`src/rtl/enc_pkg.sv`:
```
// Shared definitions for the encoder position controller.
package enc_pkg;

    // Button debounce FSM states.
    typedef enum logic [1:0] {
        RELEASED     = 2'b00,
        PRESS_WAIT   = 2'b01,
        PRESSED      = 2'b10,
        RELEASE_WAIT = 2'b11
    } deb_state_t;

    // step_dir encoding.
    localparam logic DIR_CW  = 1'b1;
    localparam logic DIR_CCW = 1'b0;

endpackage

```
`src/rtl/enc_btn_debounce.sv`:
```
// Push-button synchroniser and debouncer; emits one press pulse per
// accepted press, none while held and none on release.
module enc_btn_debounce
    import enc_pkg::*;
#(
    parameter int unsigned DEB_CYCLES = 100000
) (
    input  logic clk,
    input  logic rst,
    input  logic btn,
    output logic press
);

    localparam int unsigned CNT_W = (DEB_CYCLES > 2) ? $clog2(DEB_CYCLES) : 1;
    localparam logic [CNT_W-1:0] CNT_LAST = CNT_W'(DEB_CYCLES - 1);

    logic btn_meta;
    logic btn_sync;
    logic [CNT_W-1:0] cnt;
    deb_state_t state;
    deb_state_t next_state;

    // Two-flop synchroniser for the raw button.
    always_ff @(posedge clk or posedge rst) begin
        if (rst) begin
            btn_meta <= 1'b0;
            btn_sync <= 1'b0;
        end else begin
            btn_meta <= btn;
            btn_sync <= btn_meta;
        end
    end

    // State register.
    always_ff @(posedge clk or posedge rst) begin
        if (rst) begin
            state <= RELEASED;
        end else begin
            state <= next_state;
        end
    end

    // Stability counter: cleared on entering a wait state, counts while waiting.
    always_ff @(posedge clk or posedge rst) begin
        if (rst) begin
            cnt <= '0;
        end else if ((state == RELEASED && btn_sync) || (state == PRESSED && !btn_sync)) begin
            cnt <= '0;
        end else if ((state == PRESS_WAIT || state == RELEASE_WAIT) && cnt != CNT_LAST) begin
            cnt <= cnt + 1'b1;
        end
    end

    // Next-state logic.
    always_comb begin
        next_state = state;
        case (state)
            RELEASED: begin
                if (btn_sync) next_state = PRESS_WAIT;
            end
            PRESS_WAIT: begin
                if (!btn_sync)             next_state = RELEASED;
                else if (cnt == CNT_LAST)  next_state = PRESSED;
            end
            PRESSED: begin
                if (!btn_sync) next_state = RELEASE_WAIT;
            end
            RELEASE_WAIT: begin
                if (btn_sync)              next_state = PRESSED;
                else if (cnt == CNT_LAST)  next_state = RELEASED;
            end
            default: next_state = RELEASED;
        endcase
    end

    // Press pulse on the single PRESS_WAIT -> PRESSED transition.
    always_comb begin
        press = (state == PRESS_WAIT) && btn_sync && (cnt == CNT_LAST);
    end

endmodule

```
`src/rtl/enc_position_ctrl.sv`:
```
// Bounded position register driven by Pmod ENC direction pulses, with
// wrap/saturate arithmetic, enable switch and debounced button preset.
module enc_position_ctrl #(
    parameter int unsigned W          = 8,
    parameter int unsigned MIN_POS    = 0,
    parameter int unsigned MAX_POS    = 255,
    parameter int unsigned STEP       = 1,
    parameter int unsigned PRESET     = 0,
    parameter int unsigned DEB_CYCLES = 100000
) (
    input  logic         clk,
    input  logic         rst,
    input  logic         dir0,
    input  logic         dir1,
    input  logic         btn,
    input  logic         sw,
    input  logic         wrap,
    output logic [W-1:0] position,
    output logic         step_pulse,
    output logic         step_dir,
    output logic         at_min,
    output logic         at_max,
    output logic         preset_pulse
);

    import enc_pkg::*;

    localparam logic [W:0]   MAX_X    = (W+1)'(MAX_POS);
    localparam logic [W:0]   STEP_X   = (W+1)'(STEP);
    localparam logic [W:0]   RANGE_X  = (W+1)'(MAX_POS - MIN_POS + 1);
    localparam logic [W:0]   LOW_X    = (W+1)'(MIN_POS + STEP);
    localparam logic [W-1:0] MIN_V    = W'(MIN_POS);
    localparam logic [W-1:0] MAX_V    = W'(MAX_POS);
    localparam logic [W-1:0] PRESET_V = W'(PRESET);

    logic dir0_meta, dir0_sync, dir0_prev, armed0, rise0, req0;
    logic dir1_meta, dir1_sync, dir1_prev, armed1, rise1, req1;
    logic sw_meta, sw_sync;
    logic [1:0] valid_q;
    logic press;
    logic [W:0] pos_x;
    logic [W:0] cw_sum;
    logic [W-1:0] next_pos;

    enc_btn_debounce #(
        .DEB_CYCLES(DEB_CYCLES)
    ) u_debounce (
        .clk  (clk),
        .rst  (rst),
        .btn  (btn),
        .press(press)
    );

    // Two-flop synchronisers for the direction pulses and enable switch.
    always_ff @(posedge clk or posedge rst) begin
        if (rst) begin
            dir0_meta <= 1'b0;
            dir0_sync <= 1'b0;
            dir1_meta <= 1'b0;
            dir1_sync <= 1'b0;
            sw_meta   <= 1'b0;
            sw_sync   <= 1'b0;
        end else begin
            dir0_meta <= dir0;
            dir0_sync <= dir0_meta;
            dir1_meta <= dir1;
            dir1_sync <= dir1_meta;
            sw_meta   <= sw;
            sw_sync   <= sw_meta;
        end
    end

    // A direction only arms once a real (post-reset) low sample is seen, so a
    // line held high across reset is not mistaken for a fresh edge.
    assign rise0 = dir0_sync & ~dir0_prev & armed0;
    assign rise1 = dir1_sync & ~dir1_prev & armed1;

    // Edge history, arming, and registered step requests (coincident edges cancel).
    always_ff @(posedge clk or posedge rst) begin
        if (rst) begin
            dir0_prev <= 1'b0;
            dir1_prev <= 1'b0;
            valid_q   <= '0;
            armed0    <= 1'b0;
            armed1    <= 1'b0;
            req0      <= 1'b0;
            req1      <= 1'b0;
        end else begin
            dir0_prev <= dir0_sync;
            dir1_prev <= dir1_sync;
            valid_q   <= {valid_q[0], 1'b1};
            armed0    <= armed0 | (valid_q[1] & ~dir0_sync);
            armed1    <= armed1 | (valid_q[1] & ~dir1_sync);
            req0      <= rise0 & ~rise1 & sw_sync;
            req1      <= rise1 & ~rise0 & sw_sync;
        end
    end

    // Candidate position for a pending step, computed in W+1 bits.
    always_comb begin
        pos_x    = {1'b0, position};
        cw_sum   = pos_x + STEP_X;
        next_pos = position;
        if (req1) begin
            if (cw_sum > MAX_X) next_pos = wrap ? W'(cw_sum - RANGE_X) : MAX_V;
            else                next_pos = W'(cw_sum);
        end else begin
            if (pos_x < LOW_X)  next_pos = wrap ? W'(pos_x + RANGE_X - STEP_X) : MIN_V;
            else                next_pos = W'(pos_x - STEP_X);
        end
    end

    // Position register; a button preset wins over a same-cycle step.
    always_ff @(posedge clk or posedge rst) begin
        if (rst) begin
            position     <= PRESET_V;
            step_pulse   <= 1'b0;
            step_dir     <= DIR_CCW;
            preset_pulse <= 1'b0;
        end else begin
            step_pulse   <= 1'b0;
            preset_pulse <= press;
            if (press) begin
                position <= PRESET_V;
            end else if (req0 || req1) begin
                position   <= next_pos;
                step_pulse <= 1'b1;
                step_dir   <= req1 ? DIR_CW : DIR_CCW;
            end
        end
    end

    assign at_min = (position == MIN_V);
    assign at_max = (position == MAX_V);

endmodule

```
`config.mk`:
```
export PLATFORM = sky130hd
export DESIGN_NAME = enc_position_ctrl
export DESIGN_NICKNAME = d
export VERILOG_FILES = /design/src/rtl/enc_pkg.sv /design/src/rtl/enc_btn_debounce.sv /design/src/rtl/enc_position_ctrl.sv
export SDC_FILE = /design/constraint.sdc
export NUM_CORES = 1
export LEC_CHECK = 0
export ABC_AREA = 1
export CAP_MARGIN = 5
export CORE_ASPECT_RATIO = 0.6
export CORE_MARGIN = 1
export CORE_UTILIZATION = 50
export DETAILED_ROUTE_END_ITERATION = 10
export GPL_TIMING_DRIVEN = 0
export HOLD_SLACK_MARGIN = 0.05
export PLACE_DENSITY_LB_ADDON = 0.05
export SETUP_SLACK_MARGIN = 0.15
export SYNTH_ARGS = -nofsm -noshare
export SYNTH_HDL_FRONTEND = slang
export SYNTH_SLANG_ARGS = --single-unit
export TNS_END_PERCENT = 20
```
`constraint.sdc`:
```
create_clock -name clk -period 1.9 [get_ports clk]
set_clock_uncertainty 0.2 [all_clocks]
set_input_delay 0.38 -clock clk [delete_from_list [all_inputs] [get_ports clk]]
set_output_delay 0.38 -clock clk [all_outputs]
set_load 0.01 [all_outputs]
```
==> metrics.md <==
| Metric | Value |
|---|---|
| Largest net degree at the start of global routing | 27 |
| CTS tree | done |
| F_max | 0.500 GHz |
| Post-route insts no fill | 447 |
| Hold Vio Cnt, Final | 0 |
| Synthesis Warnings | 0 |
| DRC Markers | 0 |
| Initial core utilization | 0.521 |
| Max-cap viol count | 0 |
| Synth cell types | 32 |
| Standard-cell rows | 20 |
| Min-Delay Path Class | register to register |
| Post-synthesis cell count | 342 |
| Largest register FFs | 17 |
| DP HPWL | 4730 um |
| FF+latch count, synth | 46 |
| Commonest non-fill, non-tap cells in the layout | nand2_1, dfrtp_1, nor2_1 |
| Largest reg by FF count | u_debounce.cnt |
| Kind of critical path | register to primary output |
| DR WL/cell | 14.4 um |
| Worst Hold Path EP | dir0_sync |
| Worst Path Max Fanout | 3 |
| Worst path arrival time | 1.42 ns |
| Peak VDD IR | 0.578 mV |
| Cells after DPL | 428 |
| Async S/R FF share, synth | 1.00 |
| Initial antenna violation count | 0 |
| # setup viols final | 8 |
| Crit path max-delay family | simple AND/OR/NAND/NOR gates |
| GP Congestion | 0.938 |
| Worst-skew pair later-pin latency | 0.29 ns |
| Clock buffer depth | 2 |
| CTS Buf Count | 5 |
| Ys flop type | dfrtp_1 |
| DIE HEIGHT | 58.3 um |
| Fraction of layout cells with a size suffix above 1 | 0.231 |
| Hold depth | 0 |
| Via count | 2,415 |
| Fin. max-slew vios | 0 |
| CP Launch Point | position[0] |
| I/O Pins | 20 |
| Fin crit period | 2.00 ns |
| DRT Wirelength | 6460 um |
| Power per standard cell area | 1040 nW/um^2 |
| GRT Overall Usage | 0.253 |
| Final WS setup | -0.101 ns |
| Status | complete, but fails checks |
| Total die area | 5590 um^2 |
| WP data required | 1.32 ns |
| Hold buffer count at cts | 0 |
| Levels on crit path | 6 |
| Largest registers | u_debounce.cnt x17, position x8, valid_q x2 |
| CP endpoint kind | primary output |
| Placed inst area | 2940 um^2 |
| Worst hold slack | 0.153 ns |
| H-tree depth | 2 |
| Syn Std Cell Area | 2650 um^2 |
| Diode count | 0 |
| DRT Pass-1 Iters | 5 |
| Final net count | 392 |
| Fin crit share | 1.05 |
| Fillers | 441 |
| Clock sinks | 46 |
| Post-synth EDFFs | 0 |
| GR Overflow Total | 0 |
| CP max-delay cell | dfrtp_2 |
| Die width | 95.9 um |
| Design area | 3340 um^2 |
| Mean Syn Cell Area | 7.73 um^2 |
| Vias in the first global route | 2,141 |
| Iter 0 DRT Violations | 231 |
| Setup crit start kind | register |
| Clk pin slew, worst setup/hold paths | 0.08 ns |
| P_leak | 1.50 nW |
| Area growth, synth to finish | 26.1% |
| Worst hold start | dir0_meta |
| CP max stage delay | 0.38 ns |
| Worst R2R Start | position[1] |
| Syn Nets | 354 |
| Register area | 1160 um^2 |
| Port Buf Inserts | 19 |
| R2r setup slk | -0.10 ns |
| RSZ-0062 raised after global routing | yes |
| Worst R2R End | position[1] |
| CP cell instances | ha_2 -> nand2_2 -> nor2_4 -> nand3_4 -> nor2_4 -> buf_6 |
| CP Buf/Inv Count | 1 |
| Reg2Reg Depth | 13 |
| Worst path most repeated cell | nor2_4 |
| Routed Antenna Nets | 0 |
| Via/cell ratio | 5.40 |
| CTS root buf | clkbuf_8 |
| Core Area | 5080 um^2 |
| Failing checks | negative setup slack |
| Area of the multi-input gates | 1490 um^2 |
| First-pass GRT wire length | 10,500 um |
| Most common cell after layout, fill and taps aside | nand2_1 |
| Seq/Total Area, Yosys | 0.435 |
## synthesized netlist by cell type, types with 2 or more instances
master    count  share of area
nor3_1       14          0.026
nand3_2       4          0.015
xnor2_1       2         0.0066
nand2_1      83           0.12
xor2_1       12          0.040
o31ai_1       2         0.0057
dfrtp_1      46           0.44
o21ai_1       5         0.0095
buf_2         3         0.0057
nand3b_1      2         0.0057
nor2_1       45          0.064
nor2_4        2         0.0085
o21bai_1      2         0.0057
a21oi_1       9          0.017
nor2_2        3         0.0071
nand3_1      36          0.068
o21ai_0       9          0.017
inv_1        32          0.045
nand2_2       3         0.0071
nand2_8       2          0.015
inv_2         3         0.0043
ha_1          5          0.024
nand4_1       9          0.021
## report_power, final
| part | switching, mW | total, mW | leakage [nW] | internal [mW] |
|---|---|---|---|---|
| sequential | 0.193 | 1.31 | 0.578 | 1.12 |
| combinational | 0.864 | 1.52 | 0.865 | 0.652 |
| clock | 0.319 | 0.652 | 0.0544 | 0.333 |
| total | 1.37 | 3.48 | 1.50 | 2.11 |
## metrics by stage
stage          utilization  worst slack, ns  power (mW)  TNS [ns]
2_1_floorplan            -            0.133        2.07         0
3_3_place_gp         0.575           -0.831        2.44    -33.04
3_5_place_dp         0.579           -0.410        2.47     -1.35
4_1_cts              0.642          -0.0976        3.35    -0.577
5_1_grt              0.657           -0.199        3.71     -1.71
6_report             0.657           -0.101        3.48    -0.613
## final cells by class
| class | count | area share |
|---|---|---|
| multi-input combinational | 255 | 0.448 |
| clock inverter | 1 | 0.00263 |
| inverter | 36 | 0.0495 |
| sequential | 46 | 0.347 |
| buffer | 5 | 0.0109 |
| tap | 66 | 0.0248 |
| timing repair buffer | 31 | 0.0881 |
| clock buffer | 7 | 0.0289 |
## kinds of logic after synthesis
family,Yosys count,synth area share
fa+ha+maj,5,0.0237
xor+xnor,14,0.0464
compound gates,28,0.0577
other cells,1,0.00142
buf+inv,41,0.0643
simple gates,207,0.371
flops,46,0.435
## what timing repair did
| item | in CTS | in global routing |
|---|---|---|
| setup endpoints to repair | 39 | 33 |
| buffers inserted | 10 | 1 |
| pin swaps | 19 | 19 |
| resized for setup | 65 | 18 |
## routing by layer
metal	vias to the layer above	wire, um	track usage
met2	108	2440	0.317
met5	-	0	0
li1	1189	-	-
met3	7	628	0.0633
met1	1111	3360	0.425
met4	0	32	0.0448
## worst max-delay path by stage
stage	end	slack, ns
after floorplan	position[0]	0.13
after global placement	position[0]	-0.83
after detailed placement	at_max	-0.41
after CTS	at_max	-0.1
after global routing	position[1]	-0.20
final	at_max	-0.10
Power figures use the tool's default switching activity.
==> patch 1, RTL diff (config.mk and constraints unchanged) <==
`DEB_CYCLES` is set to 100000 in 2 places; all go to 50000.
--- a/src/rtl/enc_btn_debounce.sv
+++ b/src/rtl/enc_btn_debounce.sv
@@ -3,7 +3,7 @@
 module enc_btn_debounce
     import enc_pkg::*;
 #(
-    parameter int unsigned DEB_CYCLES = 100000
+    parameter int unsigned DEB_CYCLES = 50000
 ) (
     input  logic clk,
     input  logic rst,
--- a/src/rtl/enc_position_ctrl.sv
+++ b/src/rtl/enc_position_ctrl.sv
@@ -6,7 +6,7 @@
     parameter int unsigned MAX_POS    = 255,
     parameter int unsigned STEP       = 1,
     parameter int unsigned PRESET     = 0,
-    parameter int unsigned DEB_CYCLES = 100000
+    parameter int unsigned DEB_CYCLES = 50000
 ) (
     input  logic         clk,
     input  logic         rst,
Function: no difference found for any inputs over 10 cycles, from zero or initial values and one cycle with rst high; that may be too few to reach the edited logic, so the function may still have changed.
==> patch 1 against the original RTL <==
Wire length is 9.9% higher. Cell area increased by 0.98%. Critical path type is now register to register. Sequential cell count is 1 lower. Non-clock buffer count rose by 9. The run still ends with setup timing left. Synthesized area decreased by 2.3%. Worst setup slack lost 0.012 ns. Global-route usage increased by 2.4 points. Die area decreased by 2.2%. Hold slack got worse by 0.062 ns. Total power increased by 2.7%.
==> patch 1: results (changes against the original RTL) <==
CTS clock-pin slew for the worst setup and hold paths=roughly 0.090 ns; final RePlAce weighted congestion=0.943 (+0.53%); Worst slew margin=65.6%; type of the worst min-delay path=input pin to asynchronous set/reset pin; peak per-stage delay on the critical path=0.39 ns; library cells used by synthesis=34 (+6.3%); Final WS setup=-0.113 ns (-0.0123 ns); TritonRoute pass-1 iters=5 (unchanged); H-Tree Depth=2 (unchanged); Mapped Cells=343 (+0.29%); wire per inst=15.6 µm (+8.2%); Post-synth EDFFs=0 (unchanged); Regs by FF count=u_debounce.cnt x16, position x8, valid_q x2; VDD IR max=0.610 mV (+5.5%); Synth warnings=0 (unchanged); total CTS buffers=5 (unchanged); Area contributors post-synth=dfrtp_1, nand2_1, inv_1; endpoints failing setup=11 (+3); failing checks=setup timing; Post-Place Cells=426 (-0.47%); Synthesized Nets=355 (+0.28%); share of cells above drive strength 1=27.1% (+4.0 points); family with the most delay on the worst path=simple AND/OR/NAND/NOR gates; Skew-Pair Late Insertion Delay=0.29 ns (about the same); Filler cells=374 (-15%); ANT cells=0 (unchanged); DRT iter0 DRCs=229 (-0.87%); commonest cells in the netlist=nand2_1, dfrtp_1, inv_1; predominant post-synthesis flop cell=dfrtp_1; GRT Overall Usage=27.7% (+2.4 points); status=finished, violations left; final cell count without fillers=454 (+1.6%); largest fanout on the critical path=6 (+3); Root Driver=clkbuf_8; setup TNS=-0.853 ns (-0.240 ns); first-pass GRT wire length=11.3 mm (+7.7%); vias per cell=5.49 (+1.7%); initial antenna violation count=0 (unchanged); hpwl dp=4.70 mm (-0.59%); Synth async-reset ratio=100% (unchanged); register area share after synthesis=43.6% (about the same); leak pwr=1.58 nW (+5.7%); worst-case clock buffer depth=2 (unchanged); vias in the first global route=2245 (+4.9%); IO buf count=19 (unchanged); CP max-delay cell=dfrtp_2; largest net degree at the start of global routing=39 (+44%); Final nets=402 (+2.6%); crit path DAT=2.05 ns (+0.63 ns)
[patch 1: cell types whose count changed in the layout (fill, tap and decap cells not counted), moves of 6 or more]
cell and change:
buf_4 +9, nand2_4 +6, nand3_1 -8, nand4_1 +7, nor2_1 -12, nor2_2 +6
xor2_1 -6
[patch 1: final timing paths]
kind                                              start                       to  slack [ns]  cells after the start
worst max-delay path            position[0]$_DFFE_PP0P_  position[6]$_DFFE_PP0P_       -0.11                     13
worst min-delay path                                rst     valid_q[0]$_DFF_PP0_        0.09                      2
worst max register to register  position[0]$_DFFE_PP0P_  position[6]$_DFFE_PP0P_       -0.11                     13
worst min register to register      dir1_meta$_DFF_PP0_      dir1_sync$_DFF_PP0_        0.15                      0
max in group asynchronous                           rst  position[1]$_DFFE_PP0P_        0.95                      3
min in group clk                    dir1_meta$_DFF_PP0_      dir1_sync$_DFF_PP0_        0.15                      0
[patch 1: final cells by class]
class	count	area share, %
plain buffers	6	1.41
clock buffers	6	2.45
clock inverters	2	0.409
inverters	45	5.65
multi-input cells	248	43.8
flip-flops and latches	45	33.6
well taps	63	2.34
repair buffers	39	10.4
[patch 1: per-layer routing]
metal	vias up	share of wire, %	GRT usage [%]	wire length [µm]
li1	1202	-	-	-
met1	1160	48	46.1	3430
met2	124	41	35.6	2900
met3	8	10	6.82	706
met4	0	0.79	5.41	56
met5	-	0	0	0
[patch 1: what timing repair did]
item	4_1_cts	5_1_grt
setup buffers	14	5
cloned	1	0
pin swaps	33	21
setup endpoints to repair	36	34
gates resized for setup	74	20
[patch 1: cell families after synthesis]
group / after synthesis / share of synthesized area, %
AOI/OAI and AO/OA: 35 / 7.50
xor gates and xnor gates: 8 / 2.71
adders and majority gates: 5 / 2.42
buffers and inverters: 51 / 8.08
DFF: 45 / 43.6
other: 1 / 0.145
and+or+nand+nor: 198 / 35.6
[patch 1: where the power goes]
| part | internal, W | leakage, nW | switching, W |
|---|---|---|---|
| logic | 0.000763 | 0.967 | 0.000970 |
| clock network | 0.000295 | 0.0512 | 0.000320 |
| registers | 0.00109 | 0.565 | 0.000138 |
| total | 0.00215 | 1.58 | 0.00143 |
[patch 1: metrics by stage]
| stage | cell area [µm²] | worst slack [ns] |
|---|---|---|
| 6_report | 3370 | -0.113 |
| 5_1_grt | 3370 | -0.202 |
| 4_1_cts | 3260 | -0.0754 |
| 3_5_place_dp | 2880 | -0.341 |
| 3_3_place_gp | 2860 | -0.770 |
| 2_1_floorplan | 2590 | 0.151 |
==> patch 2, RTL diff (config.mk and constraints unchanged) <==
Made on the original files. Encoding of `deb_state_t`: now one-hot (4 bits for 4 states).
--- a/src/rtl/enc_pkg.sv
+++ b/src/rtl/enc_pkg.sv
@@ -2,11 +2,11 @@
 package enc_pkg;
 
     // Button debounce FSM states.
-    typedef enum logic [1:0] {
-        RELEASED     = 2'b00,
-        PRESS_WAIT   = 2'b01,
-        PRESSED      = 2'b10,
-        RELEASE_WAIT = 2'b11
+    typedef enum logic [3:0] {
+        RELEASED     = 4'b0001,
+        PRESS_WAIT   = 4'b0010,
+        PRESSED      = 4'b0100,
+        RELEASE_WAIT = 4'b1000
     } deb_state_t;
 
     // step_dir encoding.
Function: no difference found for any inputs over 10 cycles, from zero or initial values and one cycle with rst high; not proved beyond that.
==> patch 2 against the original RTL <==
The run still ends with setup timing left. Global-route usage down 0.68 points. Synthesized cell count increased by 8.8%. Sequential cell count is 2 higher. Total power rose by 20%. Cell area is 5.6% higher. Wire length grew 7.7%. Critical path type is now register to register. Worst setup slack gained 0.055 ns. Via count up 7.7%. Synthesized area is 6.1% higher. Critical path depth increased by 7.
==> patch 2: results (changes against the original RTL) <==
dpl cell area=0.00308 mm² (+4.9%); Worst slew margin=between 30% and 40%; Synthesized Nets=384 (+8.5%); HP Start=sw_meta$_DFF_PP0_; R2R Path End=position[0]$_DFFE_PP0P_; final RePlAce weighted congestion=0.927 (-1.1%); largest net degree at the start of global routing=49 (+81%); predominant post-synthesis flop cell=dfrtp_1; WHS Endpoint=sw_sync$_DFF_PP0_; GR Util met2=30.7% (-1.1 points); failing checks=setup timing; share of cells above drive strength 1=26.0% (+2.9 points); crit path DAT=1.98 ns (+0.56 ns); met3 Use GR=6.78% (+0.45 points); adder-cell area share of the yosys netlist=2.23% (-0.14 points); endpoints failing setup=6 (-2); leak pwr=1.67 nW (+12%); largest fanout on the critical path=6 (+3); hpwl dp=4.83 mm (+2.2%); peak per-stage delay on the critical path=0.41 ns (+0.03 ns); vias after detailed routing=2602 (+7.7%); GR Layer Usage met1=40.5% (-2.0 points); met3 WL=732 µm (+17%); wire per inst=14.6 µm (+0.76%); family with the most delay on the worst path=simple AND/OR/NAND/NOR gates; commonest cells in the netlist=nand2_1, inv_1, dfrtp_1; Synth Area in Compound Gates=9.50% (+3.7 points); Area contributors post-synth=dfrtp_1, nand2_1, inv_1; DRT iter0 DRCs=279 (+21%); Regs by FF count=u_debounce.cnt x17, position x8, u_debounce.state x4; setup TNS=-0.151 ns (+0.462 ns); register area share after synthesis=42.9% (-0.66 points); xor/xnor share of the synthesized area=2.19% (-2.5 points); status=finished, violations left; GRT Overall Usage=24.6% (-0.68 points); switching power=0.00172 W (+25%); met2 WL post-DR=2.59 mm (+6.3%); worst hold slack=0.154 ns (+0.000553 ns); Final WS setup=-0.0463 ns (+0.0546 ns); vias in the first global route=2205 (+3.0%); VDD IR max=0.670 mV (+16%); M1 WL=3.58 mm (+6.7%)
patch 2: cell types whose count changed after synthesis, moves of 4 or more:
cell and change:
inv_1 +19, nand2_1 +12, nor2_1 -9, o21ai_2 +8, nand4_1 +6, xor2_1 -6
a21oi_1 +4, o21ai_1 -4
patch 2: worst max path at each step:
stage | start | to | slack (ns) | depth (start not counted)
detailed placement | position[1]$_DFFE_PP0P_ | at_max | -0.48 | 6
finish | position[1]$_DFFE_PP0P_ | position[0]$_DFFE_PP0P_ | -0.05 | 13
global route | position[1]$_DFFE_PP0P_ | position[0]$_DFFE_PP0P_ | -0.11 | 13
floorplan | position[1]$_DFFE_PP0P_ | position[0]$_DFFE_PP0P_ | 0.08 | 12
CTS | position[1]$_DFFE_PP0P_ | at_min | -0.02 | 6
global placement | position[1]$_DFFE_PP0P_ | at_max | -0.48 | 6
patch 2: timing repair:
item,in CTS,in global routing
pin swaps,26,17
endpoints found under the setup margin,40,33
resized for setup,69,23
buffers inserted,12,1
patch 2: layout make-up:
type                       count  area [µm²]
inverter                      56         228
fill                         444        1710
sequential                    48        1210
buffer                         5        61.3
clock buffer                   6        82.6
tap                           66        82.6
timing repair buffer          32         268
clock inverter                 2        38.8
multi-input combinational    263        1550
patch 2: power by group through the flow:
stage / clock network, W / registers, W / logic, W
2_1_floorplan: 0 / 0.00137 / 0.00105
3_3_place_gp: 0 / 0.00137 / 0.00150
3_5_place_dp: 0 / 0.00137 / 0.00152
4_1_cts: 0.000797 / 0.00134 / 0.00190
5_1_grt: 0.000831 / 0.00137 / 0.00222
6_report: 0.000781 / 0.00135 / 0.00204
patch 2: through the flow:
step                setup WS (ns)  cells
floorplan                  0.0754    372
global placement           -0.476    457
detailed placement         -0.477    457
CTS                       -0.0239    477
global route               -0.114    478
finish                    -0.0463    478
